**src/rtl/uart_sync_hunter.sv**
```systemverilog
// uart_sync_hunter: sync-word hunt/verify/lock over a shifted bit window; all outputs registered, 1 cycle after the en bit.
// No backpressure: one bit accepted per en cycle. Define UART_SYNC_HUNTER_STATS_EN to add slip_cnt/hit_cnt/last_err.
module uart_sync_hunter #(
  parameter int SYNC_WIDTH = 16,
  parameter int FRAME_BITS = 64,
  parameter int LOCK_CNT   = 3,
  parameter int LOSS_CNT   = 2,
  parameter int MAX_ERR    = 0
) (
  input  logic                  CLK,
  input  logic                  RST,
  input  logic                  en,
  input  logic                  in_bit,
  input  logic [SYNC_WIDTH-1:0] ref_sync,
  input  logic [SYNC_WIDTH-1:0] ref_mask,
  output logic                  sync_hit,
  output logic                  frame_start,
  output logic                  locked,
  output logic                  hunting
`ifdef UART_SYNC_HUNTER_STATS_EN
  ,
  output logic [15:0]                     slip_cnt,
  output logic [15:0]                     hit_cnt,
  output logic [$clog2(SYNC_WIDTH+1)-1:0] last_err
`endif
);

  localparam int ERR_W  = $clog2(SYNC_WIDTH + 1);
  localparam int CNT_W  = (FRAME_BITS > 1) ? $clog2(FRAME_BITS) : 1;
  localparam int GOOD_W = $clog2(LOCK_CNT + 1);
  localparam int MISS_W = $clog2(LOSS_CNT + 1);

  localparam logic [ERR_W-1:0]  FILL_FULL = ERR_W'(SYNC_WIDTH);
  localparam logic [ERR_W-1:0]  FILL_OK   = ERR_W'(SYNC_WIDTH - 1);
  localparam logic [ERR_W-1:0]  FILL_ONE  = ERR_W'(1);
  localparam logic [ERR_W-1:0]  ERR_LIM   = ERR_W'((MAX_ERR > SYNC_WIDTH) ? SYNC_WIDTH : MAX_ERR);
  localparam logic [CNT_W-1:0]  LAST_BIT  = CNT_W'(FRAME_BITS - 1);
  localparam logic [CNT_W-1:0]  CNT_ONE   = CNT_W'(1);
  localparam logic [GOOD_W-1:0] GOOD_LAST = GOOD_W'(LOCK_CNT - 1);
  localparam logic [GOOD_W-1:0] GOOD_ONE  = GOOD_W'(1);
  localparam logic [MISS_W-1:0] MISS_LAST = MISS_W'(LOSS_CNT - 1);
  localparam logic [MISS_W-1:0] MISS_ONE  = MISS_W'(1);

  typedef enum logic [1:0] {
    ST_HUNT,
    ST_VERIFY,
    ST_LOCKED
  } state_t;

  state_t                state;
  logic [SYNC_WIDTH-1:0] win;
  logic [ERR_W-1:0]      fill;
  logic [CNT_W-1:0]      bit_cnt;
  logic [GOOD_W-1:0]     good;
  logic [MISS_W-1:0]     miss;

  logic [SYNC_WIDTH-1:0] new_win;
  logic [SYNC_WIDTH-1:0] diff;
  logic [ERR_W-1:0]      err;
  logic [CNT_W-1:0]      next_cnt;
  logic                  win_ok;
  logic                  match;
  logic                  boundary;

  // The window counts as full when the bit arriving now is the SYNC_WIDTH-th one.
  always_comb begin
    new_win = {win[SYNC_WIDTH-2:0], in_bit};
    diff    = (new_win ^ ref_sync) & ref_mask;
    err     = '0;
    for (int i = 0; i < SYNC_WIDTH; i++) begin
      err = err + ERR_W'(diff[i]);
    end
    win_ok   = (fill >= FILL_OK);
    match    = en && win_ok && (err <= ERR_LIM);
    boundary = en && (bit_cnt == LAST_BIT);
    next_cnt = (bit_cnt == LAST_BIT) ? '0 : bit_cnt + CNT_ONE;
  end

  always_ff @(posedge CLK) begin
    if (RST) begin
      state       <= ST_HUNT;
      win         <= '0;
      fill        <= '0;
      bit_cnt     <= '0;
      good        <= '0;
      miss        <= '0;
      sync_hit    <= 1'b0;
      frame_start <= 1'b0;
      locked      <= 1'b0;
      hunting     <= 1'b1;
    end else begin
      sync_hit    <= match;
      frame_start <= (state == ST_LOCKED) && boundary;
      if (en) begin
        win <= new_win;
        if (fill != FILL_FULL) begin
          fill <= fill + FILL_ONE;
        end
        case (state)
          ST_HUNT: begin
            if (match) begin
              bit_cnt <= '0;
              hunting <= 1'b0;
              if (LOCK_CNT == 1) begin
                state  <= ST_LOCKED;
                locked <= 1'b1;
                miss   <= '0;
              end else begin
                state <= ST_VERIFY;
                good  <= GOOD_ONE;
              end
            end else begin
              bit_cnt <= next_cnt;
            end
          end
          // Off-boundary matches here are deliberately ignored so an early
          // copy of the sync word cannot restart the frame count.
          ST_VERIFY: begin
            if (boundary) begin
              bit_cnt <= '0;
              if (match) begin
                if (good == GOOD_LAST) begin
                  state  <= ST_LOCKED;
                  locked <= 1'b1;
                  miss   <= '0;
                  good   <= '0;
                end else begin
                  good <= good + GOOD_ONE;
                end
              end else begin
                state   <= ST_HUNT;
                hunting <= 1'b1;
                good    <= '0;
              end
            end else begin
              bit_cnt <= next_cnt;
            end
          end
          ST_LOCKED: begin
            if (boundary) begin
              bit_cnt <= '0;
              if (match) begin
                miss <= '0;
              end else if (miss == MISS_LAST) begin
                state   <= ST_HUNT;
                locked  <= 1'b0;
                hunting <= 1'b1;
                miss    <= '0;
              end else begin
                miss <= miss + MISS_ONE;
              end
            end else begin
              bit_cnt <= next_cnt;
            end
          end
          default: begin
            state   <= ST_HUNT;
            locked  <= 1'b0;
            hunting <= 1'b1;
            bit_cnt <= '0;
            good    <= '0;
            miss    <= '0;
          end
        endcase
      end
    end
  end

`ifdef UART_SYNC_HUNTER_STATS_EN
  always_ff @(posedge CLK) begin
    if (RST) begin
      slip_cnt <= '0;
      hit_cnt  <= '0;
      last_err <= '0;
    end else begin
      if ((state == ST_LOCKED) && boundary && !match && (miss == MISS_LAST) &&
          (slip_cnt != 16'hFFFF)) begin
        slip_cnt <= slip_cnt + 16'd1;
      end
      if ((state == ST_LOCKED) && boundary && match && (hit_cnt != 16'hFFFF)) begin
        hit_cnt <= hit_cnt + 16'd1;
      end
      // HUNT has no frame reference, so only tracked boundaries update last_err.
      if ((state != ST_HUNT) && boundary) begin
        last_err <= err;
      end
    end
  end
`endif

endmodule

```
**config.mk**
```make
export PLATFORM = sky130hd
export DESIGN_NAME = uart_sync_hunter
export DESIGN_NICKNAME = d
export VERILOG_FILES = /design/src/rtl/uart_sync_hunter.sv
export SDC_FILE = /design/constraint.sdc
export NUM_CORES = 1
export LEC_CHECK = 0
export CAP_MARGIN = 20
export CORE_MARGIN = 5
export CORE_UTILIZATION = 57
export DETAILED_ROUTE_END_ITERATION = 12
export PLACE_DENSITY = 0.95
export SKIP_LAST_GASP = 1
export SLEW_MARGIN = 30
export SYNTH_ARGS = -nofsm -noshare
export SYNTH_HDL_FRONTEND = slang
export SYNTH_SLANG_ARGS = --single-unit
```
**constraint.sdc**
```tcl
create_clock -name CLK -period 16.36 [get_ports CLK]
set_input_delay 4.09 -clock CLK [delete_from_list [all_inputs] [get_ports CLK]]
set_output_delay 4.09 -clock CLK [all_outputs]
set_load 0.005 [all_outputs]
```
==> results.toml, run 1 <==
[synthesis]
synth_edf_count = 0
yosysTopAreaCellShare = 0.319
ys_seq_area_frac = 0.319
synth_area_sq_um = 2260
synth_nets = 305
synth_area_leaders = "dfxtp_1 32%, fa_1 8.8%, mux2i_1 7.5%"
ys_warn_count = 0
yosysUniqueCellTypes = 49
synth_top_cell_by_area = "dfxtp_1"
synthFlopType = "dfxtp_1"
async_flop_share = 0
avgSynthCellArea_sq_um = 9.20
synthCells = 246
synth_seq_cells = 36

[drt]
drc_errors = 0
drt_iter0_drc = 128
dr.pass1.iters = 5
vias_per_cell = 5.84
wl_per_cell_microns = 15.6
wl_microns = 5230
via_count = 1957
ant_nets = 0

[global_route]
grt_remaining_overflow = 0
first_global_vias = 2003
grt_pass1_wl_microns = 8700
grt.met3_usage = 0.0565
met1_usage = 0.243
grt_max_degree = 35
use_met2 = 0.361
grt_antenna_before_repair = 0
track_usage = 0.208
grt-busiest-layer = "met2"

[die]
die_y_microns = 73.0
die_area_sq_um = 5330
io_pins = 40
placement_rows = 22
initial_core_util = 0.604
fp.coreArea_sq_um = 3740
chipWidth_microns = 73.0

[clock_network]
numCtsBuffers = 5
cts-root-buf = "clkbuf_8"
tritoncts = "built"
post_cts_resized = 0
cts_hold_buffers = 0
clkTransAtPathRegs_ps = 80
clock-sinks = 36
clock_path_buffers = 2
htree_levels = 2
insertion_delay_ps = 290
cts_setup_buffers = 0

[sta]
worst_pin_slew_ps = 667
drv_slew = 0
final_hold_viol_count = 0
fin_skew_ps = 7.91
setup_viol = 0
max_freq_ghz = 0.106
slew_headroom = 0.544
finalCriticalPeriod_ps = 9480
whs_ps = 467
rsz0062_at_grt = "no"
layout_setup_ws_ps = 6880
period_share = 0.579
tns_ps = 0

[power_and_ir_drop]
sequentialPowerShare = 0.401
p_comb_frac = 0.335
vdd_drop_max_mv = 0.0509
leakagePower_nw = 1.21
intPower_w = 0.000155
finalPower_w = 0.000232
power-per-cell-area_nw_per_um2 = 83.2
switching_share = 0.332
clkPwrFrac = 0.264
power_switching_w = 0.0000768

[layout]
regArea_sq_um = 721
final_cell_area_sq_um = 2780
n_antenna_cell = 0
multi_input_area_sq_um = 1450
drive_gt1_frac = 0.0453
syn_to_final_growth_pct = 23.0
final_common_cell = "clkdlybuf4s50_1"
num-nets-final = 346
n_fill_cell = 277
layout_common_cells = "39 x clkdlybuf4s50_1, 36 x dfxtp_1, 26 x nor2_1"

[setup_path]
crit_fanout = 7
critPathLaunchType = "primary input"
worstPathRequired_ps = 16540
crit_type = "in2reg"
cp_data_arrival_time_ps = 9660
worstSetupEndpointType = "register"

[job]
cap_violations = 0

[place]
numPortBuffers = 39
post-dp-hpwl_microns = 3910
place_ws_ps = 6590
placed_area_sq_um = 2700
place.gp.congestion = 0.831

[min_path]
hold_class = "reg2reg"

[outcome]
status = "completed"
-- cell type report --
| cell class | count | share of cell area |
|---|---|---|
| Timing Repair Buffer | 41 | 0.146 |
| Inverter | 18 | 0.0243 |
| Tap cell | 48 | 0.0216 |
| Clock buffer | 5 | 0.0247 |
| Clock inverter | 2 | 0.00450 |
| Multi-Input combinational cell | 185 | 0.520 |
| Sequential cell | 36 | 0.259 |
-- kinds of logic (layout without fill, tap and decap cells) --
| family | Yosys count | count (layout) | share of synthesized area |
|---|---|---|---|
| xor gates and xnor gates | 19 | 19 | 0.0736 |
| buffers and inverters | 25 | 66 | 0.0415 |
| adders and majority gates | 23 | 23 | 0.160 |
| and+or+nand+nor | 83 | 83 | 0.193 |
| muxes | 18 | 18 | 0.0802 |
| DFF | 36 | 36 | 0.319 |
| AOI/OAI and AO/OA | 42 | 42 | 0.133 |
-- synthesized netlist by cell type, types with 2 or more instances --
master	count
ha_1	13
and3_1	2
a221oi_1	2
nand2_1	12
nor2b_1	2
nand2b_1	4
a211oi_1	3
mux2i_1	17
fa_1	10
a21oi_1	6
o21ai_0	9
nor3_1	5
a2111o_1	2
nand4b_1	2
dfxtp_1	36
or2_2	2
inv_1	18
nand4_1	3
nor2_1	26
a21o_1	3
or4_1	2
o22ai_1	3
and2_1	13
clkbuf_1	7
xor2_1	18
nand3_1	3
-- metal layers --
layer	part of all wire	up-vias
met5	0	-
met4	0.020	0
met3	0.065	12
met2	0.52	75
met1	0.40	931
li1	-	939
-- metrics by stage --
stage / cells / utilization
floorplan: 246 / -
global placement: 328 / 0.722
detailed placement: 328 / 0.722
CTS: 335 / 0.743
global route: 335 / 0.743
finish: 335 / 0.743
-- power by group through the flow --
stage	clock network, W	logic, W	registers [W]
finish	0.0000611	0.0000776	0.0000929
global route	0.0000646	0.0000896	0.0000933
CTS	0.0000606	0.0000777	0.0000928
detailed placement	0	0.0000767	0.0000948
global placement	0	0.0000702	0.0000947
floorplan	0	0.0000521	0.0000942
-- registers in the layout, indices dropped and copies added, names as in the netlist --
signal and flops:
locked 1, win 15, miss 2, bit_cnt 6
good 2, state 2, sync_hit 1, frame_start 1
fill 5, hunting 1
-- final timing paths --
path              endpoint  cells past startpoint  slack [ps]        start
hold / removal     miss[1]                      1         470      miss[1]
setup / recovery   hunting                     16        6880  ref_sync[5]
hold reg to reg    miss[1]                      1         470      miss[1]
setup reg to reg   hunting                     15       10750       win[4]
-- worst max-delay path, stage by stage --
cell	delay (ps)
clkdlybuf4s50_1	420
xor2_1	150
and2_1	170
fa_1	540
inv_1	50
fa_1	480
inv_1	50
fa_1	500
fa_1	490
ha_1	240
fa_1	450
or4b_4	550
o31ai_1	360
nand4_1	330
a221oi_1	400
mux2_2	390
Power figures use the tool's default switching activity.
==> run 2: changes to the inputs <==
--- a/config.mk
+++ b/config.mk
@@ -7,9 +7,9 @@
 export LEC_CHECK = 0
 export CAP_MARGIN = 20
 export CORE_MARGIN = 5
-export CORE_UTILIZATION = 57
+export CORE_UTILIZATION = 53
 export DETAILED_ROUTE_END_ITERATION = 12
-export PLACE_DENSITY = 0.95
+export PLACE_DENSITY = 0.91
 export SKIP_LAST_GASP = 1
 export SLEW_MARGIN = 30
 export SYNTH_ARGS = -nofsm -noshare
==> constraint.sdc (replaced) <==
create_clock -name CLK -period 9.7 [get_ports CLK]
set_input_delay 2.425 -clock CLK [delete_from_list [all_inputs] [get_ports CLK]]
set_output_delay 2.425 -clock CLK [all_outputs]
set_load 0.005 [all_outputs]
==> results.toml, run 2 (same netlist as run 1, synthesis figures left out) <==
[layout]
n_antenna_cell = 0
largest-register = "win"
largest_reg_flops = 15
final_common_cell = "clkdlybuf4s50_1"
syn_to_final_growth_pct = 23.5
largest_registers = "win: 15 flops, bit_cnt: 6 flops, fill: 5 flops"
fin_util = 0.689
layout_common_cells = "39 x clkdlybuf4s50_1, 36 x dfxtp_1, 26 x nor2_1"
num-nets-final = 346
final_cell_area_sq_um = 2790
drive_gt1_frac = 0.0417

[clock_network]
tritoncts = "built"
cts_setup_buffers = 0
cts_hold_buffers = 0
clkTransAtPathRegs_ps = 70
htree_levels = 2
clock_path_buffers = 2
numCtsBuffers = 5
clock-sinks = 36
insertion_delay_ps = 290
post_cts_resized = 0
cts-root-buf = "clkbuf_8"

[sta]
tns_ps = 0
layout_setup_ws_ps = 1930
rsz0062_at_grt = "no"
max_freq_ghz = 0.129
setup_viol = 0
whs_ps = 456
worst_pin_slew_ps = 694
finalCriticalPeriod_ps = 7770
period_share = 0.801
final_hold_viol_count = 0
drv_slew = 0
fin_skew_ps = 9.17
slew_headroom = 0.525

[job]
cap_violations = 0

[global_route]
first_global_vias = 1850
track_usage = 0.183
grt_antenna_before_repair = 0
grt_max_degree = 35
grt_remaining_overflow = 0
grt_pass1_wl_microns = 8090

[setup_path]
crit_type = "in2reg"
cp_data_arrival_time_ps = 7950
crit_fanout = 7
critPathLaunchType = "primary input"
worstSetupEndpointType = "register"
worstPathRequired_ps = 9880
r2r_cells = 15

[die]
placement_rows = 23
initial_core_util = 0.558
chipWidth_microns = 75.3
die_y_microns = 75.3
io_pins = 40
fp.coreArea_sq_um = 4060
die_area_sq_um = 5670

[power_and_ir_drop]
leakagePower_nw = 1.21
vdd_drop_max_mv = 0.0796
power-per-cell-area_nw_per_um2 = 139

[drt]
wl_per_cell_microns = 14.2
vias_per_cell = 5.64
via_count = 1907
wl_microns = 4790
drt_iter0_drc = 155
ant_nets = 0
drc_errors = 0
dr.pass1.iters = 4

[place]
place.gp.congestion = 0.811
placed_area_sq_um = 2700
place_ws_ps = 1640
post-dp-hpwl_microns = 3600
numPortBuffers = 39

[outcome]
status = "completed"

[min_path]
hold_class = "reg2reg"
holdPathStages = 1
run 2: cell types whose count changed in the layout (fill, tap and decap cells not counted):
cell,before,now
clkbuf_1,0,2
clkbuf_8,5,6
clkinv_2,1,0
clkinvlp_4,1,0
run 2: through the flow:
stage	std cells	power, W
2_1_floorplan	246	0.000247
3_3_place_gp	330	0.000278
3_5_place_dp	330	0.000284
4_1_cts	338	0.000392
5_1_grt	338	0.000417
6_report	338	0.000390
run 2: path summary, 6_finish.rpt:
kind	end	slack (ps)	startpoint
worst max-delay path	hunting	1930	ref_sync[5]
worst min-delay path	miss[1]	460	miss[1]
worst max register to register	hunting	4150	win[4]
worst min register to register	miss[1]	460	miss[1]
run 2: layout make-up:
| cell class | count | area (sq um) |
|---|---|---|
| multi-input combinational | 185 | 1450 |
| fill | 318 | 1260 |
| sequential | 36 | 721 |
| timing repair buffer | 41 | 405 |
| clock buffer | 8 | 90.1 |
| inverter | 18 | 67.6 |
| tap | 50 | 62.6 |
run 2: worst max-delay path, cell delays in order:
cell	delay, ps
clkdlybuf4s50_1	420
xor2_1	140
and2_1	170
fa_1	540
inv_1	50
fa_1	470
inv_1	60
fa_1	500
fa_1	490
ha_1	230
fa_1	430
or4b_4	530
o31ai_1	340
nand4_1	350
a221oi_1	420
mux2_2	380
run 2: metal layers:
| metal | GRT usage | up-vias | part of all wire |
|---|---|---|---|
| met5 | 0 | - | 0 |
| met4 | 0.0583 | 0 | 0.015 |
| met3 | 0.0251 | 9 | 0.050 |
| met2 | 0.318 | 55 | 0.51 |
| met1 | 0.234 | 909 | 0.43 |
| li1 | - | 934 | - |
run 2: power breakdown:
group	switching (W)	leakage (nW)	internal [W]
combinational	0.0000656	0.874	0.0000588
sequential	0.00000434	0.291	0.000152
clock	0.0000507	0.0455	0.0000579
total	0.000121	1.21	0.000269
==> run 3: changes to the inputs <==
==> constraint.sdc (replaced) <==
create_clock -name CLK -period 7.2 [get_ports CLK]
set_input_delay 1.8 -clock CLK [delete_from_list [all_inputs] [get_ports CLK]]
set_output_delay 1.8 -clock CLK [all_outputs]
set_load 0.005 [all_outputs]
==> results.toml, run 3 (same netlist as run 1, synthesis figures left out) <==
[outcome]
status = "completed"

[sta]
slew_headroom = 0.540
drv_slew = 0
finalCriticalPeriod_ps = 7010
max_freq_ghz = 0.143
period_share = 0.973
layout_setup_ws_ps = 191
rsz0062_at_grt = "no"
fin_skew_ps = 6.39
final_hold_viol_count = 0
setup_viol = 0
worst_pin_slew_ps = 687
tns_ps = 0

[power_and_ir_drop]
p_comb_frac = 0.340
power_switching_w = 0.000174
intPower_w = 0.000373
clkPwrFrac = 0.274
power-per-cell-area_nw_per_um2 = 191
sequentialPowerShare = 0.387
switching_share = 0.318
leakagePower_nw = 1.25
vdd_drop_max_mv = 0.105

[setup_path]
worstSetupEndpoint = "miss[0]"
max_stage_delay_ps = 570
rr_endpoint = "miss[0]"
worstPathRequired_ps = 7420
cp_data_arrival_time_ps = 7230
path_cells = "clkdlybuf4s50_1, xor2_1, and2_1, fa_1, inv_1, fa_1, inv_1, fa_1, fa_1, ha_2, fa_1, or4b_4, a2111o_1, o32a_1, or4_1, a21oi_1"
startpoint = "ref_sync[5]"
slowest_stage = "fa_1"
crit_fanout = 3
r2r_cells = 15
critPathLaunchType = "primary input"
cp_common_cell = "fa_1"
worstSetupEndpointType = "register"
crit_type = "in2reg"
r2r_slack_ps = 1790
timing.rr.start = "win[4]"

[layout]
syn_to_final_growth_pct = 26.6
largest_reg_flops = 15
largest-register = "win"
num-nets-final = 354
multi_input_area_sq_um = 1460
n_antenna_cell = 0
drive_gt1_frac = 0.0743
layout_common_cells = "39 x clkdlybuf4s50_1, 36 x dfxtp_1, 26 x nor2_1"
n_fill_cell = 300
instances_no_fill = 346
regArea_sq_um = 721
final_cell_area_sq_um = 2860
fin_util = 0.706
largest_registers = "win: 15 flops, bit_cnt: 6 flops, fill: 5 flops"
final_common_cell = "clkdlybuf4s50_1"

[clock_network]
cts_hold_buffers = 0
clock_path_buffers = 2
clkTransAtPathRegs_ps = 70
htree_levels = 2
numCtsBuffers = 5
tritoncts = "built"
clock-sinks = 36
post_cts_resized = 0
cts_setup_buffers = 0
insertion_delay_ps = 290
cts-root-buf = "clkbuf_8"

[global_route]
grt_remaining_overflow = 0
track_usage = 0.199
grt_max_degree = 35
first_global_vias = 1938
grt_pass1_wl_microns = 8580
grt_antenna_before_repair = 0

[place]
post-dp-hpwl_microns = 3960
dp_cells = 338
placed_area_sq_um = 2760
numPortBuffers = 39
place_ws_ps = -136
place.gp.congestion = 0.805

[die]
die_y_microns = 75.3
initial_core_util = 0.558
fp.coreArea_sq_um = 4060
die_area_sq_um = 5670
io_pins = 40
chipWidth_microns = 75.3
placement_rows = 23

[drt]
drc_errors = 0
wl_microns = 5280
vias_per_cell = 5.63
drt_iter0_drc = 84
via_count = 1948
ant_nets = 0
dr.pass1.iters = 5
wl_per_cell_microns = 15.3

[min_path]
hold_start = "miss[1]"
hold_class = "reg2reg"

[job]
cap_violations = 0
[run 3: worst min path at each step]
stage | end | depth (start not counted) | slack (ps)
finish | miss[1] | 1 | 460
global route | miss[1] | 1 | 480
CTS | miss[1] | 1 | 460
detailed placement | miss[1] | 1 | 440
global placement | miss[1] | 1 | 440
floorplan | miss[1] | 1 | 430
[run 3: cell type report]
class / count / area share
Clock buffer: 8 / 0.0315
Tap cell: 50 / 0.0218
Inverter: 18 / 0.0236
Sequential cell: 36 / 0.252
Timing Repair Buffer: 49 / 0.163
Multi-Input combinational cell: 185 / 0.509
[run 3: critical path: cells and delay by family]
family	cells	cell delay, ps
xor gates and xnor gates	1	160
and+or+nand+nor	3	1170
AOI/OAI and AO/OA	3	890
buffers and inverters	3	550
adders and majority gates	6	2660
[run 3: metrics by stage]
stage	hold slack, ps	total power [W]
6_report	457	0.000546
5_1_grt	478	0.000586
4_1_cts	455	0.000547
3_5_place_dp	445	0.000397
3_3_place_gp	444	0.000385
2_1_floorplan	428	0.000332
[run 3: layer usage]
layer / up-vias / part of all wire / global-route usage
met2: 50 / 0.51 / 0.352
met1: 937 / 0.42 / 0.230
met4: 0 / 0.020 / 0.0835
met3: 13 / 0.047 / 0.0475
met5: - / 0 / 0
li1: 948 / - / -
[run 3: power groups by stage]
stage	clock network, W	registers [W]	logic, W
5_1_grt	0.000163	0.000212	0.000211
4_1_cts	0.000152	0.000211	0.000184
6_report	0.000149	0.000211	0.000186
3_3_place_gp	0	0.000215	0.000170
2_1_floorplan	0	0.000214	0.000118
3_5_place_dp	0	0.000216	0.000181
